## src/rtl/signal_measure_core.sv

```systemverilog
// rtl/signal_measure_core.sv - windowed amplitude/DC measurement and gated zero-crossing frequency counter
module signal_measure_core #(
  parameter int N                   = 8,
  parameter int FRE_DIV             = 2499,
  parameter int LOG_2_SAMPLE_POINTS = 5,
  parameter int GATE_SAMPLES        = 20000,
  parameter int HYST                = 4,
  parameter int F_W                 = 16,
  parameter int FREQ_SCALE          = 1
) (
  input  logic                clk,
  input  logic                rst_n,
  input  logic [N-1:0]        signal_in_unsigned,
  input  logic                measure_start,
  input  logic                cont_mode,
  output logic [N-1:0]        vpp,
  output logic [N-1:0]        dc_offset,
  output logic signed [N-1:0] signal_dc_removed,
  output logic [F_W-1:0]      freq_out,
  output logic                freq_overflow,
  output logic                busy,
  output logic                result_valid
);
  localparam int L   = LOG_2_SAMPLE_POINTS;
  localparam int C_W = (FRE_DIV > 0) ? $clog2(FRE_DIV + 1) : 1;
  localparam int W_W = (L > 0) ? L : 1;
  localparam int S_W = N + L;
  localparam int G_W = $clog2(GATE_SAMPLES + 1);
  localparam int E_W = G_W;
  localparam int P_W = E_W + 32 + F_W;

  localparam logic [W_W-1:0]        W_LAST = W_W'((1 << L) - 1);
  localparam logic signed [N-1:0]   HYST_P = N'(HYST);
  localparam logic signed [N-1:0]   HYST_N = N'(-HYST);

  typedef enum logic [1:0] {S_IDLE, S_ARM, S_GATE, S_DONE} state_t;

  // Sample strobe divider
  logic [C_W-1:0] cnt;
  logic           sample_en;

  assign sample_en = (cnt == C_W'(FRE_DIV));

  always_ff @(posedge clk or negedge rst_n) begin
    if (!rst_n)         cnt <= '0;
    else if (sample_en) cnt <= '0;
    else                cnt <= cnt + 1'b1;
  end

  // Window statistics; the *_nx values already include the current sample
  logic [W_W-1:0] wcnt;
  logic [N-1:0]   win_min, win_max, min_nx, max_nx;
  logic [S_W-1:0] win_sum, sum_nx;
  logic           dc_ok;

  always_comb begin
    min_nx = signal_in_unsigned;
    max_nx = signal_in_unsigned;
    sum_nx = S_W'(signal_in_unsigned);
    if (wcnt != '0) begin
      if (win_min < signal_in_unsigned) min_nx = win_min;
      if (win_max > signal_in_unsigned) max_nx = win_max;
      sum_nx = win_sum + S_W'(signal_in_unsigned);
    end
  end

  always_ff @(posedge clk or negedge rst_n) begin
    if (!rst_n) begin
      wcnt      <= '0;
      win_min   <= '0;
      win_max   <= '0;
      win_sum   <= '0;
      vpp       <= '0;
      dc_offset <= '0;
      dc_ok     <= 1'b0;
    end else if (sample_en) begin
      win_min <= min_nx;
      win_max <= max_nx;
      win_sum <= sum_nx;
      if (wcnt == W_LAST) begin
        wcnt      <= '0;
        vpp       <= max_nx - min_nx;
        dc_offset <= N'(sum_nx >> L);
        dc_ok     <= 1'b1;
      end else begin
        wcnt <= wcnt + 1'b1;
      end
    end
  end

  // DC removal with saturation to the signed N-bit range
  logic signed [N:0]   diff;
  logic signed [N-1:0] diff_sat;

  always_comb begin
    diff = $signed({1'b0, signal_in_unsigned}) - $signed({1'b0, dc_offset});
    if (diff[N] != diff[N-1])
      diff_sat = diff[N] ? {1'b1, {(N-1){1'b0}}} : {1'b0, {(N-1){1'b1}}};
    else
      diff_sat = diff[N-1:0];
  end

  always_ff @(posedge clk or negedge rst_n) begin
    if (!rst_n)         signal_dc_removed <= '0;
    else if (sample_en) signal_dc_removed <= diff_sat;
  end

  // Hysteretic comparator, evaluated one cycle after each new DC-removed sample
  logic cmp_en, cmp_high, above, below, rise;

  assign above = (signal_dc_removed > HYST_P);
  assign below = (signal_dc_removed < HYST_N);
  assign rise  = cmp_en && !cmp_high && above;

  always_ff @(posedge clk or negedge rst_n) begin
    if (!rst_n) begin
      cmp_en   <= 1'b0;
      cmp_high <= 1'b0;
    end else begin
      cmp_en <= sample_en;
      if (cmp_en) begin
        if (above)      cmp_high <= 1'b1;
        else if (below) cmp_high <= 1'b0;
      end
    end
  end

  // Measurement FSM
  state_t         state, state_nx;
  logic [G_W-1:0] gate_cnt;
  logic [E_W-1:0] edge_cnt, edge_nx;
  logic           gate_clr, gate_tick, gate_last, gate_end;

  assign gate_tick = (state == S_GATE) && cmp_en;
  assign gate_last = (gate_cnt == G_W'(GATE_SAMPLES - 1));
  assign gate_end  = gate_tick && gate_last;

  always_ff @(posedge clk or negedge rst_n) begin
    if (!rst_n) state <= S_IDLE;
    else        state <= state_nx;
  end

  always_comb begin
    state_nx     = state;
    gate_clr     = 1'b0;
    busy         = 1'b1;
    result_valid = 1'b0;
    case (state)
      S_IDLE: begin
        busy = 1'b0;
        if (measure_start || cont_mode) state_nx = S_ARM;
      end
      S_ARM: begin
        if (cmp_en && dc_ok) begin
          state_nx = S_GATE;
          gate_clr = 1'b1;
        end
      end
      S_GATE: begin
        if (gate_end) state_nx = S_DONE;
      end
      S_DONE: begin
        result_valid = 1'b1;
        state_nx     = cont_mode ? S_ARM : S_IDLE;
      end
      default: state_nx = S_IDLE;
    endcase
  end

  always_comb begin
    edge_nx = edge_cnt;
    if (rise && (edge_cnt != '1)) edge_nx = edge_cnt + 1'b1;
  end

  always_ff @(posedge clk or negedge rst_n) begin
    if (!rst_n) begin
      gate_cnt <= '0;
      edge_cnt <= '0;
    end else if (gate_clr) begin
      gate_cnt <= '0;
      edge_cnt <= '0;
    end else if (gate_tick) begin
      gate_cnt <= gate_cnt + 1'b1;
      edge_cnt <= edge_nx;
    end
  end

  // Result is captured from the count including the final tick so it is visible during DONE
  logic [P_W-1:0] prod;
  logic           prod_ovf;

  assign prod     = P_W'(edge_nx) * P_W'(FREQ_SCALE);
  assign prod_ovf = |prod[P_W-1:F_W];

  always_ff @(posedge clk or negedge rst_n) begin
    if (!rst_n) begin
      freq_out      <= '0;
      freq_overflow <= 1'b0;
    end else if (gate_end) begin
      freq_out      <= prod_ovf ? {F_W{1'b1}} : prod[F_W-1:0];
      freq_overflow <= prod_ovf;
    end
  end

endmodule

```

## config.mk

```make
export PLATFORM = sky130hd
export DESIGN_NAME = signal_measure_core
export DESIGN_NICKNAME = d
export VERILOG_FILES = /design/src/rtl/signal_measure_core.sv
export SDC_FILE = /design/constraint.sdc
export NUM_CORES = 1
export LEC_CHECK = 0
export BUFFER_PORTS_ARGS = -buffer_cell sky130_fd_sc_hd__buf_2
export CAP_MARGIN = 10
export CORE_ASPECT_RATIO = 1.25
export CORE_MARGIN = 8
export CORE_UTILIZATION = 55
export CTS_CLUSTER_SIZE = 28
export DETAILED_ROUTE_END_ITERATION = 16
export MAX_ROUTING_LAYER = met4
export PLACE_DENSITY = 0.74
export SLEW_MARGIN = 20
export SYNTH_ARGS = -nofsm -noshare
export SYNTH_HDL_FRONTEND = slang
export SYNTH_SLANG_ARGS = --single-unit
```

## constraint.sdc

```tcl
create_clock -name clk -period 8.11 [get_ports clk]
set_clock_uncertainty 0.2 [all_clocks]
set_input_delay 1.2165 -clock clk [delete_from_list [all_inputs] [get_ports clk]]
set_output_delay 1.2165 -clock clk [all_outputs]
set_load 0.02 [all_outputs]
```

== Yosys cells after proc, flatten, opt, wreduce, memory -nomap -nowiden ==
Cells that the tools add are included.
Cells by class
  add/subtract/negate cells: 7
  $lt $le $gt $ge: 4
  eq/ne operators: 11
  multiplexer cells: 25
  reduce and logical (&&, ||, !) cells: 15
Operators with widths (count)
  15-bit 2-to-1 mux: 5
  8-bit 2-to-1 mux: 6
  15-bit by 1-bit adder with 15-bit output (second input constant): 2
  15-bit equality test (second input constant): 1
  15-bit inequality test (second input constant): 1
  13-bit by 8-bit adder with 13-bit output: 1
  13-bit 2-to-1 mux: 1
  12-bit by 1-bit adder with 12-bit output (second input constant): 1
  12-bit equality test (second input constant): 1
  12-bit 2-to-1 mux: 1
  8-bit by 8-bit subtractor with 9-bit output: 1
  8-bit by 4-bit greater-than comparator with 1-bit output (second input constant): 1
  8-bit greater-than comparator: 1
  8-bit by 3-bit < comparator with 1-bit output (second input constant): 1
  8-bit < comparator: 1
  2-bit one-hot mux with 4 select lines: 1
  8-bit subtractor: 1
  1-bit 2-to-1 mux: 7
  1-bit logical AND: 6
  2-bit 2-to-1 mux: 3
  2-bit inequality test (second input constant): 3
  5-bit by 1-bit adder with 5-bit output (second input constant): 1
  5-bit equality test (second input constant): 1
  5-bit 2-to-1 mux: 1
  10 further kinds: 13
Word-level totals
  bits in registers: 120
  input port bits: 12
  output and inout bits: 43
  logic and storage cells: 77

== Logic depth before layout (Yosys ltp) ==
Gate-level depths: netlist of the first run.
  word-level depth: 7
  depth in mapped cells: 18

== Least setup slack after synthesis of the first run ==
Ideal clock, no wire load.
  path kind: in2reg
  start point: input signal_in_unsigned[1]
  end point: register vpp[7]
  data arrival time: 4.040 ns
  setup slack: 3.745 ns
  stages: 16
  buffers on the path: 1
  cells stage by stage: inv_1 ha_1 nor2b_1 o211ai_1 nor4bb_1 or2_1 buf_4 mux2_2 ha_1 nor2b_1 o21a_1 o21a_1 o21ai_0 a21oi_1 xnor2_1 a21oi_1
Between the ends
  cells in the longest elaborated chain, start to end: 4
Ends and longest elaborated chain
  start: declaration: line 13  | input logic [N-1:0] signal_in_unsigned,
  8-bit greater-than comparator: line 62  | if (win_max > signal_in_unsigned) max_nx = win_max;
  8-bit 2-to-1 mux: line 62
  8-bit 2-to-1 mux *: line 60  | if (wcnt != '0) begin
  named net max_nx[1]: line 52  | logic [N-1:0] win_min, win_max, min_nx, max_nx;
  8-bit subtractor *: line 82  | vpp <= max_nx - min_nx;
  end signal: assignment: line 82
  end: declaration: line 16  | output logic [N-1:0] vpp,
The timed path passes the listed nets; every way through them passes the cells marked *.
A chain may end at the register's enable or synchronous reset.

== Worst setup path after layout of the first run ==
Same ends and word-level chain as after synthesis.

==> results of run 1 <==
-- cell type report --
class | instances | area, sq um
fillers | 1026 | 4540
multi-input cells | 587 | 3920
flip-flops and latches | 120 | 3000
clock buffers | 21 | 480
repair buffers | 54 | 278
well taps | 168 | 210
clock inverters | 11 | 169
inverters | 32 | 120
-- stage by stage --
step	area, sq um	cells	hold slack [ns]	util	worst slack (ns)
after floorplan	7180	765	0.254	-	3.74
after global placement	7530	961	0.255	0.592	3.26
after detailed placement	7530	961	0.265	0.592	3.13
after CTS	8180	993	0.278	0.643	3.55
after global routing	8180	993	0.304	0.643	3.28
final	8180	993	0.272	0.643	3.54
-- layout by cell type (no fill, tap or decap), types with 3 or more instances in the layout --
cell type / count
nand2_1: 90
a31oi_1: 3
inv_1: 31
clkinv_2: 3
xnor2_1: 25
o21ai_1: 6
and4_1: 3
clkbuf_8: 4
nor4b_4: 4
and2_1: 7
clkbuf_16: 17
nor2_1: 59
nor2b_1: 15
a21oi_1: 31
mux2i_1: 3
o2111ai_1: 3
o31ai_1: 10
dfrtp_1: 120
xor2_1: 35
or3_1: 9
buf_4: 3
bufinv_16: 4
nand3_1: 23
a21o_1: 11
o21ai_0: 85
nand2b_1: 6
and3_1: 11
nor4_1: 4
ha_1: 48
clkinv_4: 3
o21a_1: 10
nor3_1: 15
or2_2: 3
buf_2: 51
mux2_2: 19
fa_1: 3
nand4_1: 11
-- layer usage --
layer | GRT usage | wire length, um | up-vias
li1 | - | - | 2781
met5 | - | 0 | -
met4 | 0.0865 | 350 | 0
met2 | 0.375 | 8820 | 139
met3 | 0.0546 | 699 | 29
met1 | 0.236 | 7150 | 2844
-- power by group through the flow --
stage	combinational (mW)	clock, mW	sequential (mW)
floorplan	0.102	0	0.628
global placement	0.144	0	0.626
detailed placement	0.152	0	0.627
CTS	0.154	0.834	0.616
global route	0.174	0.858	0.617
finish	0.153	0.828	0.617
-- sequential cells by signal, summed over array words and instances, names as in the netlist --
signal             flops
cnt                   12
cmp_high               1
dc_offset              8
freq_out              15
edge_cnt              15
wcnt                   5
state                  2
win_max                8
win_min                8
gate_cnt              15
cmp_en                 1
vpp                    8
signal_dc_removed      8
dc_ok                  1
win_sum               13
-- final timing paths --
check / end / slack, ns / depth (start not counted)
setup / recovery: vpp[7] / 3.54 / 16
setup reg to reg: vpp[7] / 4.21 / 14
hold / removal: freq_out[6] / 0.27 / 2
max in group asynchronous: dc_offset[7] / 5.78 / 2
min in group asynchronous: freq_out[13] / 0.66 / 1
hold reg to reg: freq_out[6] / 0.27 / 2
-- kinds of logic (layout without fill, tap and decap cells) --
kind of cell,count (synthesis),in the layout,share of synthesized area
muxes,22,22,0.0340
DFF,120,120,0.419
adders and majority gates,51,51,0.0921
and+or+nand+nor,270,270,0.191
xor gates and xnor gates,60,60,0.0733
buffers and inverters,58,118,0.0354
other,1,2,0.000523
AOI/OAI and AO/OA,182,182,0.155
-- worst register-to-register path, stage by stage, from the launching register on --
cell      delay, ns
dfrtp_1        0.41
ha_1           0.30
a211oi_1       0.26
nor2_1         0.11
nor4bb_1       0.32
or2_1          0.39
mux2_2         0.42
ha_1           0.28
nor2b_1        0.14
o21a_1         0.19
o21a_1         0.18
o21ai_0        0.23
a21oi_1        0.12
xnor2_1        0.16
a21oi_1        0.08
==> out/results.md, run 1 <==
| Group | Quantity | This run |
|---|---|---|
| power and ir drop | Sw Ratio | 0.239 |
| layout | Number of nets in the layout | 875 |
| setup path | Cell class contributing the biggest share of worst-path delay | simple AND/OR/NAND/NOR gates |
| hold path | Hold path startpoint | freq_out[6] |
| setup path | Crit path arrival time | 4.66 ns |
| setup path | WP buf/inv | 2 |
| placed design | Port Buffer Count | 52 |
| synthesis | Ys async rst share | 1.00 |
| floorplanning | Top-level port count | 55 |
| placed design | Final RePlAce weighted congestion | 0.881 |
| global route | Largest net degree at the start of global routing | 64 |
| power and ir drop | Worst-case vdd ir drop | 166 uV |
| synthesis | Flop and latch count out of synthesis | 120 |
| power and ir drop | Part of the power in combinational logic | 0.096 |
| global route | Wire length of the first global-routing pass | 28600 um |
| clock tree | CTS H-tree depth | 4 |
| power and ir drop | Total leakage power | 3.85 nW |
| synthesis | Distinct cells, synth | 64 |
| clock tree | Setup Buffers After CTS | 0 |
| sta | Max-slew headroom | 0.333 |
| floorplanning | Total Die Area | 17000 sq um |
| synthesis | Post-synthesis instance area | 7170 sq um |
| detailed routing | Post-route DRC violation count | 0 |
| sta | Setup repair after global routing missed its margin | no |
| sta | Maximum clock rate | 219 MHz |
| setup path | Biggest fanout along the worst timing path | 10 |
| clock tree | CTS buffer count | 17 |
| power and ir drop | Psw | 0.382 mW |
| synthesis | YS warnings | 0 |
| synthesis | Number of cells produced by synthesis | 764 |
| synthesis | Dominant synthesized flop cell | dfrtp_1 |
| detailed routing | Total Routed Length | 17000 um |
| setup path | Crit path capture type | register |
| detailed routing | Length of the first detailed-routing pass in iterations | 5 |
| power and ir drop | Sequential cell fraction of total power | 0.386 |
| sta | Total of endpoints with negative setup slack in the final report | 0 |
| clock tree | Total of cells resized after clock tree synthesis | 0 |
| sta | Least-Margin Pin Slew | 0.997 ns |
| hold path | Path category of the worst min-delay check | reg -> reg |
| job | Max-capacitance violation count | 0 |
| synthesis | Most frequent cell after synthesis | dfrtp_1 |
| detailed routing | DRT iter0 DRCs | 411 |
| setup path | Critical path's slowest cell | mux2_2 |
| global route | GRT overflow | 0 |
| layout | Area growth from synthesis to layout | 14.0% |
| synthesis | Cell taking the most area after synthesis | dfrtp_1 |
| sta | Period Utilization, post-route | 0.563 |
| clock tree | Insertion delay of the later-clocked pin in the worst-skew pair | 0.43 ns |
| setup path | Setup Crit Path Kind | in -> reg |
| floorplanning | Core area | 12700 sq um |
| synthesis | Register area share after synthesis | 0.419 |
| clock tree | Cell at the root of the clock tree | clkbuf_16 |
| detailed routing | Vias after detailed routing | 5793 |
| clock tree | Number of clock sinks seen by CTS | 120 |
| setup path | Required time of the critical path | 8.21 ns |
| power and ir drop | Total power per unit cell area | 195 nW/um^2 |
| clock tree | Clock Path Buffers | 2 |
| setup path | Worst Setup SP | signal_in_unsigned[1] |
| layout | Count of antenna diodes in the layout | 0 |
| sta | Pins over their slew limit | 0 |
| setup path | Cell Chain, Critical Path | buf_2 -> inv_1 -> ha_1 -> nor2b_1 -> o211ai_1 -> nor4bb_1 -> or2_1 -> mux2_2 -> ha_1 -> nor2b_1 -> o21a_1 -> o21a_1 -> o21ai_0 -> a21oi_1 -> xnor2_1 -> a21oi_1 |
| floorplanning | Horizontal die dimension | 118 um |
| global route | Number of global-route vias before repair | 5793 |
| synthesis | Number of enable-type register cells in the synthesized netlist | 0 |
| clock tree | TritonCTS clock tree | yes |
| clock tree | Total of hold buffers inserted after clock tree synthesis | 0 |
| global route | Global router's overall resource usage | 0.217 |
| floorplanning | FP Rows | 46 |
| detailed routing | Per-cell routed wire length | 17.1 um |
| global route | Antenna violations before repair | 0 |
| synthesis | Average instance area after synthesis | 9.39 sq um |
| sta | Hold Fails Final Rpt | 0 |
| run status | Outcome | completed |
| sta | Final critical-path required period | 4.57 ns |
| power and ir drop | Internal power summed over all cells | 1.22 mW |
| detailed routing | Post-route ant nets | 0 |
| synthesis | Most frequent cells after synthesis | dfrtp_1, nand2_1, o21ai_0, nor2_1, ha_1 |
| synthesis | Largest cells by area after synthesis | dfrtp_1, ha_1, o21ai_0, nand2_1, xor2_1 |
| sta | Post-Route Setup TNS | 0 ns |
| synthesis | Proportion of netlist area held by the largest area contributor | 0.419 |
| setup path | Worst r2r src | win_max[5] |
| power and ir drop | Total Power | 1.60 mW |
| clock tree | Clk pin slew, worst setup/hold paths | 0.06 ns |
| floorplanning | Die Height | 144 um |
| setup path | Worst Setup Start Kind | input port |
| power and ir drop | Portion of total power attributed to the clock network | 0.518 |
| floorplanning | Effective utilization at floorplan | 0.564 |
| detailed routing | Number of vias per cell | 5.83 |
| layout | Layout cells sized above 1 | 0.147 |
| placed design | Post-DP HPWL | 12100 um |
| setup path | Slowest cell delay on critical path | 0.42 ns |
Note: power is estimated with default switching activity, not from simulation.
==> inputs of run 2 (changes only) <==
Settings changed: PLACE_DENSITY 0.74 to 0.77.
Clock period 8.11 ns to 4 ns, I/O delays scaled along.
==> run 2 against run 1 <==
Against the previous run: utilization increased by 0.089 points; first-iteration DRC count increased by 17%; routed wire length decreased by 1.3%; via count decreased by 1.1%; clock-buffer cell count increased by 3.
==> out/results.md, run 2 (synthesis results as in run 1) <==
| Group | Quantity | This run | vs previous |
|---|---|---|---|
| global route | Global Route met3 Usage | 0.0530 | -0.00157 |
| global route | Number of global-route vias before repair | 5729 | -1.1% |
| setup path | Critical path's slowest cell | dfrtp_1 |  |
| global route | GRT overflow | 0 | unchanged |
| setup path | Required time of the critical path | 4.10 ns | -4.11 ns |
| sta | Pins over their slew limit | 0 | unchanged |
| floorplanning | Effective utilization at floorplan | 0.564 | unchanged |
| floorplanning | Total Die Area | 17000 sq um | unchanged |
| setup path | Worst r2r src | win_max[5] |  |
| layout | Area taken by flip-flops and latches | 3000 sq um | unchanged |
| setup path | Destination of the worst register-to-register timing path | vpp[7] |  |
| placed design | Port Buffer Count | 52 | unchanged |
| layout | Number of fillers in the final layout | 1010 | -1.6% |
| layout | Count of antenna diodes in the layout | 0 | unchanged |
| job | Max-capacitance violation count | 0 | unchanged |
| detailed routing | Post-route DRC violation count | 0 | unchanged |
| global route | Met1 capacity usage during global routing | 0.235 | -0.000927 |
| sta | Post-Route Setup TNS | 0 ns | unchanged |
| detailed routing | Total Routed Length | 16800 um | -1.3% |
| sta | Max-slew headroom | 0.561 | +0.227 |
| setup path | WP buf/inv | 0 | -2 |
| clock tree | CTS buffer count | 17 | unchanged |
| floorplanning | Top-level port count | 55 | unchanged |
| detailed routing | Vias after detailed routing | 5731 | -1.1% |
| global route | Wire length of the first global-routing pass | 28100 um | -1.8% |
| setup path | Cell class contributing the biggest share of worst-path delay | compound AO/OA/AOI/OAI gates |  |
| clock tree | Total of hold buffers inserted after clock tree synthesis | 0 | unchanged |
| power and ir drop | Worst-case vdd ir drop | 264 uV | +59% |
| layout | Cell area after layout | 8190 sq um | +0.14% |
| power and ir drop | Total leakage power | 3.87 nW | +0.54% |
| setup path | Cell Chain, Critical Path | ha_1 -> a211oi_1 -> nor2_1 -> nor4bb_1 -> or2_1 -> mux2_2 -> ha_1 -> nor2b_1 -> o21a_1 -> o21a_1 -> o21ai_0 -> a21oi_1 -> xnor2_1 -> a21oi_1 |  |
| sta | Least-Margin Pin Slew | 0.659 ns | -0.338 ns |
| run status | Outcome | completed |  |
| hold path | Path category of the worst min-delay check | in -> async |  |
| clock tree | Setup Buffers After CTS | 0 | unchanged |
| clock tree | Total of cells resized after clock tree synthesis | 0 | unchanged |
| detailed routing | Length of the first detailed-routing pass in iterations | 5 | unchanged |
| sta | Period Utilization, post-route | 0.922 |  |
| layout | Top flop regs | edge_cnt x15, freq_out x15, gate_cnt x15 |  |
| placed design | Setup Slack @ Placement | 0.0197 ns | -3.11 ns |
| sta | Hold Fails Final Rpt | 0 | unchanged |
| clock tree | Insertion delay of the later-clocked pin in the worst-skew pair | 0.43 ns | about the same |
| global route | Antenna violations before repair | 0 | unchanged |
| floorplanning | Horizontal die dimension | 118 um | unchanged |
| setup path | Crit path arrival time | 3.79 ns | -0.87 ns |
| global route | Met2 global-route usage | 0.366 | -0.00959 |
| sta | Least setup slack across all paths after layout | 0.312 ns | -3.23 ns |
| sta | Final critical-path required period | 3.69 ns |  |
| setup path | Biggest fanout along the worst timing path | 4 | -6 |
| floorplanning | FP Rows | 46 | unchanged |
| layout | Final instance count without filler cells | 1010 | +1.7% |
| clock tree | Clock Path Buffers | 2 | unchanged |
| clock tree | Cell at the root of the clock tree | clkbuf_16 |  |
| layout | Layout cells sized above 1 | 0.158 | +0.0113 |
| detailed routing | Per-cell routed wire length | 16.6 um | -2.9% |
| global route | Global router's overall resource usage | 0.213 | -0.00418 |
| placed design | Post-DP HPWL | 12400 um | +1.7% |
| sta | Total of endpoints with negative setup slack in the final report | 0 | unchanged |
| global route | Largest net degree at the start of global routing | 73 | +14% |
| power and ir drop | Total power per unit cell area | 357 nW/um^2 | +83% |
| global route | Most Crowded Layer GR | met2 |  |
| setup path | Worst Reg2Reg Path Length in Cells | 14 | unchanged |
| setup path | Slowest cell delay on critical path | 0.42 ns | about the same |
| setup path | Worst Setup Start Kind | register |  |
| floorplanning | Core area | 12700 sq um | unchanged |
| floorplanning | Die Height | 144 um | unchanged |
| sta | Maximum clock rate | 271 MHz |  |
| layout | Commonest cells after routing, fill and taps aside | dfrtp_1, nand2_1, o21ai_0 |  |
| layout | Number of nets in the layout | 892 | +1.9% |
| clock tree | CTS H-tree depth | 4 | unchanged |
| placed design | Placed cell count | 978 | +1.8% |
| layout | Most common cell after layout, fill and taps aside | dfrtp_1 |  |
| sta | Setup repair after global routing missed its margin | no |  |
| placed design | Final RePlAce weighted congestion | 0.923 | +4.8% |
| layout | Post-route core utilization | 0.644 | +0.000885 |
| setup path | Setup Crit Path Kind | reg -> reg |  |
| setup path | Slack of the worst reg-to-reg path | 0.31 ns | -3.90 ns |
| layout | Area growth from synthesis to layout | 14.2% |  |
| detailed routing | Post-route ant nets | 0 | unchanged |
| clock tree | Number of clock sinks seen by CTS | 120 | unchanged |
| detailed routing | Number of vias per cell | 5.67 | -2.7% |
| placed design | Dpl cell area | 7670 sq um | +1.9% |
| clock tree | Clk pin slew, worst setup/hold paths | 0.06 ns | about the same |
| clock tree | TritonCTS clock tree | yes |  |
| detailed routing | DRT iter0 DRCs | 482 | +17% |
| layout | Multi-input combinational cell area | 3920 sq um | unchanged |
| setup path | Crit path capture type | register |  |
[run 2: final cells by class]
class,count,area share
tap,168,0.0257
timing repair buffer,71,0.0510
clock inverter,8,0.00596
sequential,120,0.367
multi-input combinational,587,0.479
clock buffer,24,0.0576
inverter,32,0.0147
[run 2: routing by layer]
| layer | up-vias | wire length [um] |
|---|---|---|
| li1 | 2801 | - |
| met1 | 2759 | 7250 |
| met2 | 143 | 8520 |
| met3 | 28 | 708 |
| met4 | 0 | 325 |
| met5 | - | 0 |
[run 2: power by group]
group | leakage [nW] | switching (mW) | internal, mW
clock network | 0.254 | 0.538 | 0.817
registers | 1.50 | 0.0171 | 1.23
logic | 2.12 | 0.191 | 0.131
[run 2: per-stage QoR]
step	total power, mW	hold WS (ns)
2_1_floorplan	1.48	0.104
3_3_place_gp	1.57	0.258
3_5_place_dp	1.59	0.266
4_1_cts	2.95	0.0175
5_1_grt	3.04	0.0543
6_report	2.93	0.00504
[run 2: worst max path at each step]
stage                                from      to  slack, ns  cells past startpoint
floorplan           signal_in_unsigned[1]  vpp[7]       0.25                     16
global placement    signal_in_unsigned[5]  vpp[7]       0.10                     16
detailed placement  signal_in_unsigned[5]  vpp[7]       0.02                     16
CTS                            win_max[5]  vpp[7]       0.35                     14
global route                   win_max[1]  vpp[7]       0.12                     14
finish                         win_max[5]  vpp[7]       0.31                     14
